[src/rtl/shift_deser_pkg.sv]
// Shared constants for the shift_deser serial word receiver.
package shift_deser_pkg;

  typedef enum logic {
    ST_IDLE  = 1'b0,
    ST_SHIFT = 1'b1
  } state_e;

  localparam logic DIR_LSB_FIRST = 1'b0;
  localparam logic DIR_MSB_FIRST = 1'b1;

endpackage

[src/rtl/shift_deser_core.sv]
// Bidirectional serial-in shift register with a bit counter.
// word is the next shift value, so the top can capture the completed word on the final edge.
module shift_deser_core
  import shift_deser_pkg::*;
#(
  parameter int unsigned WIDTH = 4
) (
  input  logic             CLK,
  input  logic             RST,
  input  logic             clr,
  input  logic             en,
  input  logic             dir,
  input  logic             sin,
  output logic [WIDTH-1:0] word,
  output logic             done
);

  localparam int unsigned CW = $clog2(WIDTH + 1);

  logic [WIDTH-1:0] sr_q, sr_d;
  logic [CW-1:0]    cnt_q, cnt_d;
  logic             shift;

  assign shift = en && !clr;

  always_comb begin
    sr_d = (dir == DIR_MSB_FIRST) ? {sr_q[WIDTH-2:0], sin} : {sin, sr_q[WIDTH-1:1]};
    done = shift && (cnt_q == CW'(WIDTH - 1));
    word = sr_d;

    cnt_d = cnt_q;
    if (clr) begin
      cnt_d = '0;
    end else if (en) begin
      cnt_d = done ? '0 : cnt_q + CW'(1);
    end
  end

  always_ff @(posedge CLK) begin
    if (RST) begin
      sr_q  <= '0;
      cnt_q <= '0;
    end else begin
      cnt_q <= cnt_d;
      if (shift) begin
        sr_q <= sr_d;
      end
    end
  end

endmodule

[src/rtl/shift_deser.sv]
// Serial-in, parallel-out word receiver with a double-buffered valid/ready output
// and a sticky overrun flag for words dropped while the holding register is full.
module shift_deser
  import shift_deser_pkg::*;
#(
  parameter int unsigned WIDTH = 4
) (
  input  logic             CLK,
  input  logic             RST,
  input  logic             START,
  input  logic             DIR,
  input  logic             SIN,
  input  logic             SIN_VALID,
  output logic [WIDTH-1:0] DOUT,
  output logic             DOUT_VALID,
  input  logic             DOUT_READY,
  output logic             BUSY,
  output logic             OVERRUN,
  input  logic             CLR_OVR
);

  state_e           state_q, state_d;
  logic             dir_q;
  logic [WIDTH-1:0] dout_q;
  logic             dout_valid_q;
  logic             busy_q;
  logic             overrun_q;

  logic [WIDTH-1:0] word;
  logic             done;
  logic             shift_en;
  logic             accept;
  logic             drop;

  // START wins over SIN_VALID, so a START cycle never shifts.
  assign shift_en = (state_q == ST_SHIFT) && SIN_VALID && !START;

  shift_deser_core #(
    .WIDTH(WIDTH)
  ) u_core (
    .CLK (CLK),
    .RST (RST),
    .clr (START),
    .en  (shift_en),
    .dir (dir_q),
    .sin (SIN),
    .word(word),
    .done(done)
  );

  // A completed word is taken if the holding register is empty or being drained this cycle.
  assign accept = done && (!dout_valid_q || DOUT_READY);
  assign drop   = done && dout_valid_q && !DOUT_READY;

  always_comb begin
    state_d = state_q;
    unique case (state_q)
      ST_IDLE:  if (START) state_d = ST_SHIFT;
      ST_SHIFT: if (!START && done) state_d = ST_IDLE;
      default:  state_d = ST_IDLE;
    endcase
  end

  always_ff @(posedge CLK) begin
    if (RST) begin
      state_q      <= ST_IDLE;
      dir_q        <= DIR_LSB_FIRST;
      dout_q       <= '0;
      dout_valid_q <= 1'b0;
      busy_q       <= 1'b0;
      overrun_q    <= 1'b0;
    end else begin
      state_q <= state_d;
      busy_q  <= (state_d == ST_SHIFT);
      if (START) begin
        dir_q <= DIR;
      end

      if (accept) begin
        dout_q       <= word;
        dout_valid_q <= 1'b1;
      end else if (dout_valid_q && DOUT_READY) begin
        dout_valid_q <= 1'b0;
      end

      if (drop) begin
        overrun_q <= 1'b1;
      end else if (CLR_OVR) begin
        overrun_q <= 1'b0;
      end
    end
  end

  assign DOUT       = dout_q;
  assign DOUT_VALID = dout_valid_q;
  assign BUSY       = busy_q;
  assign OVERRUN    = overrun_q;

endmodule
[config.mk]
export PLATFORM = sky130hd
export DESIGN_NAME = shift_deser
export DESIGN_NICKNAME = d
export VERILOG_FILES = /design/src/rtl/shift_deser_pkg.sv /design/src/rtl/shift_deser_core.sv /design/src/rtl/shift_deser.sv
export SDC_FILE = /design/constraint.sdc
export NUM_CORES = 1
export LEC_CHECK = 0
export BUFFER_PORTS_ARGS = -buffer_cell sky130_fd_sc_hd__buf_2
export CAP_MARGIN = 30
export CORE_AREA = 2 2 39 41
export CTS_BUF_LIST = sky130_fd_sc_hd__clkbuf_2 sky130_fd_sc_hd__clkbuf_4 sky130_fd_sc_hd__clkbuf_8
export CTS_CLUSTER_SIZE = 20
export DETAILED_ROUTE_END_ITERATION = 16
export DIE_AREA = 0 0 41 43
export PLACE_DENSITY = 0.77
export SYNTH_ARGS = -nofsm -noshare
export SYNTH_HDL_FRONTEND = slang
export SYNTH_HIERARCHICAL = 1
export SYNTH_SLANG_ARGS = --single-unit
export TNS_END_PERCENT = 30
[constraint.sdc]
create_clock -name CLK -period 3.6 [get_ports CLK]
set_clock_uncertainty 0.1 [all_clocks]
set_input_delay 0.18 -clock CLK [delete_from_list [all_inputs] [get_ports CLK]]
set_output_delay 0.18 -clock CLK [all_outputs]
set_load 0.1 [all_outputs]
# After elaboration in Yosys (flattened, before gate mapping)
# Index checks and enable logic that the tools add are counted.
[totals]
regBits = 15
input_bits = 8
out_inout_bits = 7
[classes]
add_sub_neg = 1
n_eq_ne = 1
n_mux = 9
bitwise = 1
reduce_logical = 16
[ops]
columns = ["cell", "n"]
rows = [
  ["$logic_and 1x1->1", 9],
  ["$mux 1", 6],
  ["$mux 4", 1],
  ["$reduce_bool 2->1", 2],
  ["$add 3x1->3 const B", 1],
  ["$eq 3x2->1 const B", 1],
  ["$logic_not 1->1", 3],
  ["$mux 3", 1],
  ["$pmux 1 s2", 1],
  ["$reduce_or 2->1", 1],
  ["$logic_or 1x1->1", 1],
  ["$not 1->1", 1],
]

# Depth between registers and ports, before layout
# Gate-level depths: netlist of the first run.
[logic_depth]
ltp_word = 7
depth_mapped = 8
ltp_nobuf = 7

# Hierarchy
# Netlist of the first run, hierarchy kept.
[by_module_without_submodules]
columns = ["module", "n_inst", "cells_per_inst", "area_per_inst_um2", "seq_area_each_um2"]
rows = [
  ["shift_deser_core", 1, 32, 322.8, 140.1],
  ["shift_deser", 1, 35, 315.3, 160.2],
]

# Worst setup path after synthesis of the first run
# OpenSTA, ideal clock, no wires.
[synth_path]
path_kind = "reg-to-reg"
start = "register BUSY (netlist name)"
end = "register dout_q[0] (netlist: DOUT[0])"
setup_ns = 0.128
t_arrival_ns = 2.158
required_time_ns = 3.372
setup_slack_ns = 1.214
path_stages_with_launch = 9
synth_period_minus_slack_ns = 2.386
path_cell_list = "dfxtp_1 > nand2_1 > nor2_1 > nand2b_1 > buf_2 > nor2_1 > inv_1 > o21ai_1 > a21oi_1"
[synth_rtl]
columns = ["item", "line_no", "rtl"]
rows = [
  ["end signal: assignment", "shift_deser.sv:80", "dout_q <= word;"],
  ["end: declaration", "shift_deser.sv:24", "logic [WIDTH-1:0] dout_q;"],
]

==> results of run 1 <==
-- registers in the layout, summed over array words and instances (netlist names) --
signal / flops
DOUT: 4
OVERRUN: 1
DOUT_VALID: 1
dir_q: 1
u_core/sr_q: 4
BUSY: 1
u_core/cnt_q: 3
-- kinds of logic after synthesis --
kind of cell / count (synthesis)
AND/OR/NAND/NOR: 25
AO/OA/AOI/OAI: 12
flip-flops: 15
buffers and inverters: 4
multiplexers: 10
adder cells (fa/ha/maj): 1
-- power by group through the flow --
stage               Combinational, mW  Clock [mW]  Sequential, mW
finish                         0.0215       0.101           0.170
floorplan                     0.00841           0           0.179
global placement               0.0213           0           0.173
CTS                            0.0215       0.104           0.170
global route                   0.0232       0.111           0.170
detailed placement             0.0215           0           0.174
-- worst min-delay path: stages --
cell     delay (ns)
buf_2          0.07
mux2i_1        0.05
nor2_1         0.08
-- stage by stage --
stage / area, µm² / hold slack [ns] / worst slack, ns / utilization
2_1_floorplan: 638 / 0.152 / 1.21 / -
3_3_place_gp: 708 / 0.320 / 1.78 / 0.512
3_5_place_dp: 708 / 0.325 / 1.63 / 0.512
4_1_cts: 738 / 0.0359 / 1.61 / 0.533
5_1_grt: 738 / 0.0354 / 1.42 / 0.533
6_report: 738 / 0.0398 / 1.61 / 0.533
-- worst min-delay path by stage --
stage | startpoint | endpoint | slack (ns) | depth (start not counted)
final | DIR | dir_q | 0.04 | 3
after global routing | DIR | dir_q | 0.04 | 3
after CTS | DIR | dir_q | 0.04 | 3
after detailed placement | u_core/cnt_q[2] | u_core/cnt_q[2] | 0.32 | 2
after global placement | DIR | dir_q | 0.32 | 3
after floorplan | RST | u_core/sr_q[0] | 0.15 | 1
-- layout make-up --
cell class / instances / area [µm²] / share of cell area
Tap cell: 16 / 20.0 / 0.0271
Sequential cell: 15 / 300 / 0.407
Timing Repair Buffer: 14 / 70.1 / 0.0949
Clock buffer: 4 / 30.0 / 0.0407
Inverter: 1 / 3.75 / 0.00508
Multi-Input combinational cell: 48 / 314 / 0.425
-- cells in the final DEF, fill, tap and decap left out --
| cell | count |
|---|---|
| a21boi_0 | 1 |
| a21oi_1 | 7 |
| buf_2 | 14 |
| clkbuf_4 | 4 |
| dfxtp_1 | 15 |
| ha_1 | 1 |
| inv_1 | 1 |
| mux2_2 | 4 |
| mux2i_1 | 6 |
| nand2_1 | 2 |
| nand2b_1 | 3 |
| nand3b_1 | 5 |
| nor2_1 | 12 |
| nor2b_1 | 1 |
| nor2b_4 | 1 |
| nor3_1 | 1 |
| o21ai_1 | 4 |
-- metal layers --
layer | part of all wire | up-vias
li1 | - | 260
met1 | 0.48 | 226
met2 | 0.45 | 13
met3 | 0.057 | 2
met4 | 0.0087 | 0
met5 | 0 | -
==> results.json, run 1 <==
{
  "crit_family": "simple AND/OR/NAND/NOR gates",
  "yosys.area_share.adder": 0.0196,
  "ios": 15,
  "netlist_instances": 67,
  "grt_use_met1": 0.193,
  "synth_compound_area_frac": 0.0980,
  "worstSkewPairLatency_ns": 0.28,
  "syn_area_um2": 638,
  "initial_core_util": 0.461,
  "cts_tree": "yes",
  "crit_path_start": "BUSY",
  "crit_path_cell_trace": "nand2_1 > nor2_1 > nand2b_1 > nor2_1 > inv_1 > o21ai_1 > a21oi_1",
  "die_height_um": 43,
  "tns_ns": 0,
  "slowest_delay_ns": 0.40,
  "dpl.hpwl_um": 861,
  "synthArstFlopShare": 0,
  "yosysTopAreaCell": "dfxtp_1",
  "tightest_slew_ns": 0.488,
  "critPathBufInv": 1,
  "yosys-top-cells-area": "dfxtp_1, mux2i_1, mux2_2, nor2_1, nand3b_1",
  "p_sw_mw": 0.0659,
  "dieArea_um2": 1760,
  "ys_ff_latch": 15,
  "nets": 92,
  "cts_root_buffer": "clkbuf_4",
  "detail_route.vias_per_cell": 5.11,
  "seq_area_frac_synth": 0.471,
  "syn_nets": 76,
  "synthDistinctLibCells": 18,
  "post-synth-top-count-cell": "dfxtp_1",
  "grt_pass1_vias": 446,
  "netlist_top_cells_count": "dfxtp_1, nor2_1, a21oi_1, mux2i_1, nand3b_1",
  "synth_flop_cell": "dfxtp_1",
  "final_max_slew_viol_count": 0,
  "routed_wl_um": 1150,
  "remaining_drc_errors": 0,
  "rows": 14,
  "gp_congestion": 0.766,
  "vias": 501,
  "synth_simple_gate_area_frac": 0.210,
  "grt_max_degree": 15,
  "grt_first_pass_wirelength_um": 1760,
  "period_minus_slack_ns": 1.99,
  "rsz0062_at_grt": "false",
  "drive_gt1_frac": 0.280,
  "power_density_nw_per_um2": 395,
  "clockBufferDepth": 2,
  "combPwrFrac": 0.074,
  "crit_cells": 7,
  "cts_made_buffers": 3,
  "fp.coreArea_um2": 1380,
  "max_freq_mhz": 502,
  "cts_max_level": 1,
  "crit_arrival_ns": 2.06,
  "worstSetupEndpointType": "flop",
  "vdd.ir_drop.worst_mv": 0.246,
  "synth_top_family_by_area": "simple AND/OR/NAND/NOR gates",
  "seq_power_share": 0.581,
  "hold_class": "primary input to flop",
  "antenna_found_initial": 0,
  "period_share": 0.553,
  "synth_top_area_share": 0.471,
  "clock-sinks": 15,
  "fill_cells": 132,
  "r2r_cells": 7,
  "antenna_left": 0,
  "port_buffers": 14,
  "endpoint": "DOUT[1]",
  "holdBufCountCts": 0,
  "post_cts_buffers": 0,
  "power.leakage_nw": 0.329,
  "path_common_cell": "nor2_1",
  "first_pass_iters": 5,
  "crit_path_top_delay_cell": "nor2_1",
  "cp-start-kind": "flop",
  "required_ns": 3.67,
  "synthMuxAreaShare": 0.165,
  "synth_xor_area_frac": 0,
  "pwr-share-clk": 0.345,
  "internal_power_mw": 0.226,
  "grtUsageMet2": 0.203,
  "reg2reg_to": "DOUT[1]",
  "relSlewSlack": 0.677,
  "rrSetupSlack_ns": 1.61,
  "reg2reg_from": "BUSY",
  "stdcell_count": 98,
  "antenna_cells": 0,
  "syn-mean-instance-area_um2": 9.52,
  "ys_warn_count": 6,
  "setup_viol": 0,
  "clkTransAtPathRegs_ns": 0.08,
  "post_drt_wl_per_cell_um": 11.8,
  "crit_type": "flop to flop",
  "cts_resized": 0,
  "fp.dieW_um": 41,
  "track_usage": 0.149,
  "busiest_layer": "met2",
  "cp_max_fo": 7,
  "synth_edf_count": 0,
  "finalPower_mw": 0.292,
  "p_sw_frac": 0.226,
  "cap_violations": 0,
  "hold_viol": 0,
  "area_delta_synth_final_pct": 15.7,
  "outcome": "finished clean",
  "met3_usage": 0.0785,
  "drt_iter0_drc": 13,
  "dp_cells": 94,
  "gr-total-overflow": 0
}
No activity file was read; power rests on OpenSTA's default activity.
==> inputs of run 2 (changes only) <==
ABC_AREA = 1   (was not set)
CORE_AREA = not set   (was 2 2 39 41)
CORE_MARGIN = 1   (was not set)
CORE_UTILIZATION = 50   (was not set)
DIE_AREA = not set   (was 0 0 41 43)
PLACE_DENSITY = 0.79   (was 0.77)
clock period = 1.85 ns   (was 3.6 ns; I/O delays follow)
==> run 2 against run 1 <==
  * Flip-flop and latch count is the same
  * Utilization rose by 17 points
  * Worst hold slack lost 0.020 ns
  * Critical path type unchanged
  * Largest cell class is now sequential cells
  * Highest routed layer unchanged
==> results.json, run 2 <==
{
  "routed_wl_um": 1310,
  "vias": 636,
  "gp_congestion": 0.814,
  "seq_area_um2": 302,
  "synthDistinctLibCells": 13,
  "nets": 137,
  "gr-total-overflow": 0,
  "cts_max_level": 1,
  "worstSetupEndpointType": "flop",
  "post_cts_buffers": 0,
  "grt_first_pass_wirelength_um": 2080,
  "tns_ns": 0,
  "crit_path_start": "u_core/cnt_q[0]",
  "r2r_cells": 8,
  "initial_core_util": 0.576,
  "relSlewSlack": 0.679,
  "detail_route.vias_per_cell": 4.51,
  "setup_viol": 0,
  "period_share": 0.775,
  "hold_class": "primary input to flop",
  "fin_util": 0.707,
  "cts_made_buffers": 3,
  "netlist_top_cells_count": "nand2_1, nor2_1, inv_1, dfxtp_1, a21oi_1",
  "crit_type": "flop to flop",
  "yosys-top-cells-area": "dfxtp_1, nand2_1, nor2_1, inv_1, a21oi_1",
  "synth_flop_cell": "dfxtp_1",
  "grt_max_degree": 11,
  "yosysTopAreaCell": "dfxtp_1",
  "fill_cells": 101,
  "required_ns": 1.92,
  "die_height_um": 39.0,
  "seq_area_frac_synth": 0.440,
  "syn_nets": 114,
  "tightest_slew_ns": 0.485,
  "vdd.ir_drop.worst_mv": 0.332,
  "crit_arrival_ns": 1.50,
  "outcome": "finished clean",
  "holdWs_ns": 0.0199,
  "hp-start": "START",
  "finalPower_mw": 0.593,
  "cts_resized": 0,
  "remaining_drc_errors": 0,
  "final_max_slew_viol_count": 0,
  "first_pass_iters": 4,
  "max_freq_mhz": 698,
  "period_minus_slack_ns": 1.43,
  "track_usage": 0.206,
  "drive_gt1_frac": 0.197,
  "ios": 15,
  "rrSetupSlack_ns": 0.42,
  "dpl_cell_area_um2": 768,
  "cap_violations": 0,
  "port_buffers": 14,
  "post-synth-top-count-cell": "nand2_1",
  "clockBufferDepth": 2,
  "reg2reg_to": "DOUT[3]",
  "stdcell_count": 141,
  "synthArstFlopShare": 0,
  "drt_iter0_drc": 22,
  "rows": 12,
  "synth_top_area_share": 0.440,
  "area_delta_synth_final_pct": 22.7,
  "final_area_um2": 838,
  "setup_ws_ns": 0.416,
  "cp_max_fo": 10,
  "ys_warn_count": 6,
  "antenna_cells": 0,
  "cts_tree": "yes",
  "antenna_found_initial": 0,
  "endpoint": "DOUT[3]",
  "fp.dieW_um": 39.0,
  "fp.coreArea_um2": 1190,
  "reg2reg_from": "u_core/cnt_q[0]",
  "worstSkewPairLatency_ns": 0.27,
  "dieArea_um2": 1520,
  "dp_slack_ns": 0.469,
  "grt_pass1_vias": 530,
  "multiInputGateArea_um2": 300,
  "dpl.hpwl_um": 901,
  "syn_area_um2": 683,
  "power.leakage_nw": 0.445,
  "netlist_instances": 105,
  "antenna_left": 0,
  "most-common-layout-cells": "nand2_1, nor2_1, inv_1",
  "clock-sinks": 15,
  "post_drt_wl_per_cell_um": 9.32,
  "power_density_nw_per_um2": 707,
  "clkTransAtPathRegs_ns": 0.08,
  "rsz0062_at_grt": "false",
  "cts_root_buffer": "clkbuf_4",
  "ys_ff_latch": 15,
  "dp_cells": 133,
  "cp-start-kind": "flop",
  "final_common_cell": "nand2_1",
  "hold_viol": 0,
  "syn-mean-instance-area_um2": 6.51,
  "synth_edf_count": 0
}
==> run 2: cell count changes after synthesis, sizes merged, moves of 2 or more <==
cell    before  now
inv          1   19
nand3b       5    0
o21ai        4    2
nand2        2   32
nor2        12   21
nor2b        2    0
mux2i        6    0
nand2b       3    0
mux2         4    0
nand3        0    5
==> run 2: cell families after synthesis <==
family / count (synthesis) / synth area share
fa+ha+maj: 1 / 0.0183
flops: 15 / 0.440
buf+inv: 20 / 0.121
xor+xnor: 1 / 0.0128
compound gates: 10 / 0.0732
simple gates: 58 / 0.335
==> run 2: critical path, stage by stage, from the launching register on <==
cell and delay [ns]:
dfxtp_1 0.36, ha_1 0.18, inv_1 0.05, nor2_1 0.10, nand2_1 0.08, inv_1 0.24, nand3_1 0.11, nand2_1 0.07
nor2_1 0.04
==> run 2: how the worst min path moves through the flow <==
stage	end	slack, ns	depth (start not counted)
finish	BUSY	0.02	3
global placement	dir_q	0.22	3
detailed placement	BUSY	0.25	2
floorplan	BUSY	0.05	1
global route	BUSY	0.02	3
CTS	BUSY	0.009	3
==> run 2: timing repair <==
action | 4_1_cts | 5_1_grt
endpoints found under the hold margin | 4 | 0
setup endpoints to repair | 0 | 0
hold buffers | 4 | 0
==> run 2: layer usage <==
metal | part of all wire | global-route usage | vias up
met1 | 0.50 | 0.232 | 262
met4 | 0.0076 | 0.103 | 0
met2 | 0.45 | 0.354 | 11
met5 | 0 | 0 | -
met3 | 0.033 | 0.0520 | 2
li1 | - | - | 361
==> run 2: cell type report <==
cell class | count | share of cell area
repair buffers | 19 | 0.140
inverters | 19 | 0.0851
clock buffers | 4 | 0.0358
multi-input cells | 70 | 0.358
flip-flops and latches | 15 | 0.360
well taps | 14 | 0.0209
==> run 2: where the power goes <==
group | total (mW) | switching (mW) | internal [mW]
combinational | 0.0645 | 0.0398 | 0.0246
clock | 0.194 | 0.0957 | 0.0981
sequential | 0.334 | 0.00517 | 0.329
